`src/rtl/sseg_scan_mux.sv`:
```
// sseg_scan_mux: multiplexing scanner for a common-anode 7-segment display.
// Inputs pass through a double buffer (shadow, then active) so a frame never
// tears. One digit is selected per slot, and the first cycle of each slot is
// kept dark to prevent ghosting between digits.
// Build option: define SSEG_LZB_EN to blank leading zeros. Digit 0 is never
// blanked by this option.
module sseg_scan_mux #(
    parameter int DIGITS      = 4,
    parameter int REFRESH_DIV = 50000
) (
    input  logic                  clk,
    input  logic                  rst_n,
    input  logic [4*DIGITS-1:0]   digits_in,
    input  logic [DIGITS-1:0]     dp_in,
    input  logic [DIGITS-1:0]     blank_in,
    input  logic                  load,
    output logic [3:0]            scan_num,
    output logic                  scan_en,
    output logic [DIGITS-1:0]     an,
    output logic                  dp_n,
    output logic                  frame_strobe
);

    localparam int CW = $clog2(REFRESH_DIV);
    localparam int IW = $clog2(DIGITS);
    localparam logic [CW-1:0] CNT_LAST = CW'(REFRESH_DIV - 1);
    localparam logic [IW-1:0] IDX_LAST = IW'(DIGITS - 1);

    logic [CW-1:0]          cnt, cnt_nxt;
    logic [IW-1:0]          idx, idx_nxt;
    logic [4*DIGITS-1:0]    shadow_digits, shadow_digits_nxt;
    logic [DIGITS-1:0]      shadow_dp, shadow_dp_nxt;
    logic [DIGITS-1:0]      shadow_blank, shadow_blank_nxt;
    logic [4*DIGITS-1:0]    active_digits, active_digits_nxt;
    logic [DIGITS-1:0]      active_dp, active_dp_nxt;
    logic [DIGITS-1:0]      active_blank, active_blank_nxt;
    logic                   pending, pending_nxt;
    logic                   frame_end;

    logic [DIGITS-1:0]      lz;
    logic [DIGITS-1:0]      blank_eff;
    logic [3:0]             num_nxt;
    logic                   sel_blank;
    logic                   sel_dp;
    logic                   lit;
    logic [DIGITS-1:0]      an_nxt;

    // Slot timing and double-buffer control.
    always_comb begin
        cnt_nxt           = cnt + CW'(1);
        idx_nxt           = idx;
        shadow_digits_nxt = shadow_digits;
        shadow_dp_nxt     = shadow_dp;
        shadow_blank_nxt  = shadow_blank;
        active_digits_nxt = active_digits;
        active_dp_nxt     = active_dp;
        active_blank_nxt  = active_blank;
        pending_nxt       = pending;
        frame_end         = (cnt == CNT_LAST) && (idx == IDX_LAST);

        if (cnt == CNT_LAST) begin
            cnt_nxt = '0;
            idx_nxt = (idx == IDX_LAST) ? '0 : idx + IW'(1);
        end

        // A load that lands on the frame boundary goes straight to the active
        // buffer. It bypasses shadow and takes priority over any pending copy.
        if (frame_end) begin
            if (load) begin
                active_digits_nxt = digits_in;
                active_dp_nxt     = dp_in;
                active_blank_nxt  = blank_in;
                pending_nxt       = 1'b0;
            end else if (pending) begin
                active_digits_nxt = shadow_digits;
                active_dp_nxt     = shadow_dp;
                active_blank_nxt  = shadow_blank;
                pending_nxt       = 1'b0;
            end
        end else if (load) begin
            shadow_digits_nxt = digits_in;
            shadow_dp_nxt     = dp_in;
            shadow_blank_nxt  = blank_in;
            pending_nxt       = 1'b1;
        end
    end

`ifdef SSEG_LZB_EN
    // Leading-zero mask: digit k (k >= 1) is blanked when it and every digit
    // above it are zero.
    always_comb begin
        logic all_zero;
        all_zero = 1'b1;
        lz       = '0;
        for (int unsigned n = 0; n < DIGITS - 1; n++) begin
            all_zero = all_zero && (active_digits_nxt[4*(DIGITS-1-n) +: 4] == 4'd0);
            lz[DIGITS-1-n] = all_zero;
        end
    end
`else
    // Leading-zero suppression disabled.
    always_comb begin
        lz = '0;
    end
`endif

    // Next-cycle output values. These are computed from next-state values so
    // that the registered outputs line up with cnt and idx.
    always_comb begin
        blank_eff = active_blank_nxt | lz;
        num_nxt   = '0;
        sel_blank = 1'b0;
        sel_dp    = 1'b0;
        for (int unsigned i = 0; i < DIGITS; i++) begin
            if (idx_nxt == IW'(i)) begin
                num_nxt   = active_digits_nxt[4*i +: 4];
                sel_blank = blank_eff[i];
                sel_dp    = active_dp_nxt[i];
            end
        end
        lit    = (cnt_nxt != '0) && !sel_blank;
        an_nxt = '1;
        for (int unsigned i = 0; i < DIGITS; i++) begin
            if (lit && (idx_nxt == IW'(i))) begin
                an_nxt[i] = 1'b0;
            end
        end
    end

    // State and output registers.
    always_ff @(posedge clk or negedge rst_n) begin
        if (!rst_n) begin
            cnt           <= '0;
            idx           <= '0;
            shadow_digits <= '0;
            shadow_dp     <= '0;
            shadow_blank  <= '0;
            active_digits <= '0;
            active_dp     <= '0;
            active_blank  <= '0;
            pending       <= 1'b0;
            an            <= '1;
            scan_en       <= 1'b0;
            scan_num      <= '0;
            dp_n          <= 1'b1;
            frame_strobe  <= 1'b0;
        end else begin
            cnt           <= cnt_nxt;
            idx           <= idx_nxt;
            shadow_digits <= shadow_digits_nxt;
            shadow_dp     <= shadow_dp_nxt;
            shadow_blank  <= shadow_blank_nxt;
            active_digits <= active_digits_nxt;
            active_dp     <= active_dp_nxt;
            active_blank  <= active_blank_nxt;
            pending       <= pending_nxt;
            an            <= an_nxt;
            scan_en       <= lit;
            scan_num      <= num_nxt;
            dp_n          <= lit ? ~sel_dp : 1'b1;
            frame_strobe  <= frame_end;
        end
    end

endmodule
```
`config.mk`:
```
export PLATFORM = sky130hd
export DESIGN_NAME = sseg_scan_mux
export DESIGN_NICKNAME = d
export VERILOG_FILES = /design/src/rtl/sseg_scan_mux.sv
export SDC_FILE = /design/constraint.sdc
export NUM_CORES = 1
export LEC_CHECK = 0
export BUFFER_PORTS_ARGS = -buffer_cell sky130_fd_sc_hd__buf_2
export CORE_MARGIN = 3
export CORE_UTILIZATION = 50
export DETAILED_ROUTE_END_ITERATION = 10
export HOLD_SLACK_MARGIN = 0.12
export PLACE_DENSITY = 0.69
export SYNTH_ARGS = -nofsm -noshare
export SYNTH_HDL_FRONTEND = slang
export SYNTH_SLANG_ARGS = --single-unit
```
`constraint.sdc`:
```
create_clock -name clk -period 5.8 [get_ports clk]
set_clock_uncertainty 0.15 [all_clocks]
set_input_delay 1.16 -clock clk [delete_from_list [all_inputs] [get_ports clk]]
set_output_delay 1.16 -clock clk [all_outputs]
set_load 0.1 [all_outputs]
```
# [Yosys cells after proc, flatten, opt, wreduce, memory -nomap -nowiden]
# Index checks and enable logic that the tools add are counted.
[op_classes] addsub=2 n_eq_ne=5 muxes=31 bitwise_logic=2 reduce_logical=11
[op_table] op="$mux 16" n=4
[op_table] op="$mux 4" n=10
[op_table] op="$add 16x1->16 const B" n=1
[op_table] op="$eq 16x16->1 const B" n=1
[op_table] op="$reduce_bool 16->1" n=1
[op_table] op="$mux 1" n=15
[op_table] op="$eq 2x2->1 const B" n=3
[op_table] op="$logic_and 1x1->1" n=6
[op_table] op="$mux 2" n=2
[op_table] op="$add 2x1->2 const B" n=1
[op_table] op="$eq 2x1->1 const B" n=1
[op_table] op="$logic_not 2->1" n=1
[op_table] op="$not 1->1" n=2
[op_table] op="$reduce_and 2->1" n=1
[op_table] op="$reduce_bool 2->1" n=1
[op_table] op="$logic_not 1->1" n=1
[word_totals] ff_bits=78 input_bits=27 out_inout_bits=11

# [Depth between registers and ports, before layout]
[depth] word_depth=12 depth_mapped=12

# [Worst setup path after synthesis]
# OpenSTA, ideal clock, no wires.
[synth_timing] kind="reg-to-reg" start="register cnt[0]" end="register scan_num[3]" setup_time_ps=126 t_arrival_ps=2222 setup_slack_ps=3302 path_stages_with_launch=12 synth_period_minus_slack_ps=2498 cell_sequence="dfrtp_1 > ha_1 > and3_1 > buf_2 > and4_1 > buf_6 > and2_1 > buf_4 > buf_2 > o221a_2 > mux2i_1 > mux2i_1"
[synth_between] elab_chain_cells=7
[synth_rtl] element="start: declaration" line_no="29" text="logic [CW-1:0] cnt, cnt_nxt;"
[synth_rtl] element="start signal: assignment" line_no="148" text="cnt <= cnt_nxt;"
[synth_rtl] element="$eq 16x16->1" line_no="59" text="frame_end = (cnt == CNT_LAST) && (idx == IDX_LAST);"
[synth_rtl] element="$logic_and 1x1->1" line_no="59"
[synth_rtl] element="$mux 16" line_no="68" text="if (frame_end) begin"
[synth_rtl] element="net active_digits_nxt[3]" line_no="34" text="logic [4*DIGITS-1:0] active_digits, active_digits_nxt;"
[synth_rtl] element="$mux 4 (4 in series)" line_no="115" text="if (idx_nxt == IW'(i)) begin"
[synth_rtl] element="net num_nxt[3]" line_no="42" text="logic [3:0] num_nxt;"
[synth_rtl] element="end signal: assignment" line_no="159" text="scan_num <= num_nxt;"
[synth_rtl] element="end: declaration" line_no="17" text="output logic [3:0] scan_num,"
# The timed path passes the listed nets, and every way through them passes these cells.
# A chain may end at the register's enable or synchronous reset.

# [Worst setup path after layout]
[layout_timing] start="register cnt[0]" end="register dp_n"
[layout_between] elab_chain_cells=10
[layout_rtl] element="$eq 16x16->1 (*)" line_no="61" text="if (cnt == CNT_LAST) begin"
[layout_rtl] element="$mux 2 (*)" line_no="61"
[layout_rtl] element="net idx_nxt[0]" line_no="30" text="logic [IW-1:0] idx, idx_nxt;"
[layout_rtl] element="$logic_not 2->1" line_no="115"
[layout_rtl] element="$mux 1 (3 in series)" line_no="115"
[layout_rtl] element="$mux 1 (*)" line_no="115"
[layout_rtl] element="$logic_not 1->1 (*)" line_no="121" text="lit = (cnt_nxt != '0) && !sel_blank;"
[layout_rtl] element="$logic_and 1x1->1 (*)" line_no="121"
[layout_rtl] element="net lit" line_no="45" text="logic lit;"
[layout_rtl] element="$mux 1 (*)" line_no="160" text="dp_n <= lit ? ~sel_dp : 1'b1;"
[layout_rtl] element="end signal: assignment" line_no="160"
[layout_rtl] element="end: declaration" line_no="20" text="output logic dp_n,"
# Mark *: on every way through the listed nets, which the timed path passes. The rest lies on a longest branch.

==> reports/results.txt <==
Max_cap viols: 0
Crit path buf inv count: 1
Wirelength, routed: 8330 um
Worst Hold Class: flop to flop
Die Area: 0.00880 mm^2
Chip width: 93.8 um
# rows: 31
Post-synthesis cell count: 356
Post-synth top cells: 73 x dfrtp_1, 32 x nand3_1, 32 x nor2_1
Power Density: 254 mW/mm^2
GRT overflow: 0
Top FF cell, synth: dfrtp_1
Initial antenna violation count: 0
Total GRT Usage: 20.7%
Post-layout min period: 3500 ps
Area leader, netlist: dfrtp_1
Setup CP Type: flop to flop
Via density: 5.96
Initial DRC Count: 189
Diodes inserted: 0
Syn_nets: 385
EDFF count, synth: 0
Dpl hpwl: 5390 um
Post-synthesis sequential area ratio: 50.8%
First-pass GRT wire length: 14400 um
CTS sink cnt: 78
Cells along the critical path: ha_1, and3_1, and4_1, mux2i_1, clkinv_2, nor2_2, a22o_1, nor4_2, nand3_1
Fillers: 656
Gpl congestion: 0.861
Area grow syn2layout: 10.5%
CP Launch Type: flop
Cell with the most instances after synthesis: dfrtp_1
Final hold viol count: 0
Vias in the first global route: 2924
Area share of the largest cell type after synthesis: 47.4%
Max incr delay on CP: 870 ps
Placeable Area: 0.00737 mm^2
Status: complete, no violations
Synth warn: 0
Root Driver: clkbuf_8
WL/cell: 17.2 um
Relative slew slack: 26.5%
Async S/R FF share, synth: 100%
Final slew viol count: 0
Crit path required time: 5930 ps
Hold-fix buffers at CTS: 0
# nets final: 409
Starting Density: 52.3%
IO Port Bufs: 37
Layout cell share with drive strength beyond 1: 27.8%
Setup Buffers After CTS: 0
Multi-input logic area: 0.00173 mm^2
First-pass DRT Iterations: 4
CTS tree: done
Die Y: 93.8 um
Final ANT Viol Nets: 0
Pin count of the biggest net entering global routing: 79
CTS Buf Count: 9
Vias after detailed routing: 2887
Final Cycle Share: 60.4%
Synth Area per Inst: 10.8 um^2
Top post-synthesis cells by area: dfrtp_1 47%, mux2_2 7.0%, nand3_1 4.2%
Post-route setup TNS: 0 ps
Clock Tree Buf Depth: 2
Post-synthesis register bit count: 78
Crit path max-delay family: simple AND/OR/NAND/NOR gates
Worst path arrival time: 3640 ps
Post_cts resized: 0
H-tree levels: 3
Pin slew with the least headroom to its limit: 1100 ps
IO Count: 38
Non-Filler Instances: 484
DRC violations left: 0
Storage cell area: 0.00196 mm^2
Dpl cells: 468
Final setup vio count: 0
Fmax: 285 MHz
CP max-delay cell: mux2i_1
CP Max Fanout: 12
Clk pin slew, worst setup/hold paths: 80 ps
Synth unique cells: 51
RSZ-0062 raised after global routing: no
Leakage power: 0.00185 uW
Crit end category: flop
Synthesized area: 0.00386 mm^2
Worst-Skew Late Latency: 350 ps
Worst VDD drop: 0.000162 V
[cells by family (layout without fill, tap and decap cells)]
family	after synthesis	in the layout	synth area share, %
and+or+nand+nor	138	138	19.8
DFF	78	78	50.8
AOI/OAI and AO/OA	59	59	11.9
buffers and inverters	33	62	4.25
muxes	32	32	9.41
xor gates and xnor gates	14	14	3.18
adders and majority gates	2	2	0.649
[state kept, by name (all words and copies together), names as in the netlist, 2 cells and up]
register / flops
active_blank: 4
active_digits: 16
active_dp: 4
an: 4
cnt: 16
idx: 2
scan_num: 4
shadow_blank: 4
shadow_digits: 16
shadow_dp: 4
[metrics by stage]
| stage | setup WS (ps) | total power (uW) | hold slack [ps] | utilization [%] | area (um^2) |
|---|---|---|---|---|---|
| 5_1_grt | 2020 | 1120 | 371 | 57.8 | 4260 |
| 3_5_place_dp | 2270 | 631 | 343 | 54.8 | 4040 |
| 4_1_cts | 2270 | 1080 | 363 | 57.8 | 4260 |
| 3_3_place_gp | 2340 | 629 | 339 | 54.8 | 4040 |
| 6_report | 2300 | 1080 | 364 | 57.8 | 4260 |
| 2_1_floorplan | 3300 | 601 | 320 | - | 3860 |
[layer usage]
layer  GRT usage (%)  vias to the layer above  routed length [um]
met1            28.9                     1446                3920
met3            3.77                       18                 336
li1                -                     1355                   -
met4            10.5                        0                 198
met2            30.8                       68                3880
met5               0                        -                   0
[cell type report]
type | instances | area share (%)
sequential | 78 | 45.9
timing repair buffer | 37 | 4.40
tap | 99 | 2.91
inverter | 9 | 0.822
clock buffer | 11 | 3.32
multi-input combinational | 245 | 40.7
clock inverter | 5 | 1.91
[report_power, final]
| group | total (uW) | leakage (uW) | switching, uW | internal, uW |
|---|---|---|---|---|
| Combinational | 49.6 | 0.000783 | 27.0 | 22.6 |
| Sequential | 570 | 0.000954 | 9.04 | 561 |
| Clock | 461 | 0.000110 | 206 | 255 |
[final timing paths]
| path | start | end | slack (ps) | cells past startpoint |
|---|---|---|---|---|
| worst max-delay path | cnt[0] | dp_n | 2300 | 9 |
| worst min-delay path | shadow_blank[3] | shadow_blank[3] | 360 | 1 |
| worst max register to register | cnt[0] | dp_n | 2300 | 9 |
| worst min register to register | shadow_blank[3] | shadow_blank[3] | 360 | 1 |
| max in group asynchronous | rst_n | active_digits[1] | 4070 | 1 |
| min in group asynchronous | rst_n | cnt[11] | 800 | 1 |
[placed cells by master, fill, tap and decap left out, drive strengths merged, types with 2 or more instances in the layout]
cell type	netlist	final
a211o	2	2
a21oi	5	5
a32oi	8	8
and3	4	4
and4	3	3
and4bb	2	2
buf	16	37
bufinv	0	2
clkbuf	8	11
clkinv	1	2
dfrtp	73	73
dfstp	5	5
ha	2	2
inv	8	9
mux2	24	24
mux2i	8	8
nand2	23	23
nand3	32	32
nand4	8	8
nor2	33	33
nor2b	2	2
nor3	4	4
nor3b	15	15
nor4	3	3
o211ai	4	4
o21ai	18	18
o221a	15	15
or3	3	3
or4	3	3
xnor2	8	8
xor2	6	6
Note: power is estimated with default switching activity, not from simulation.
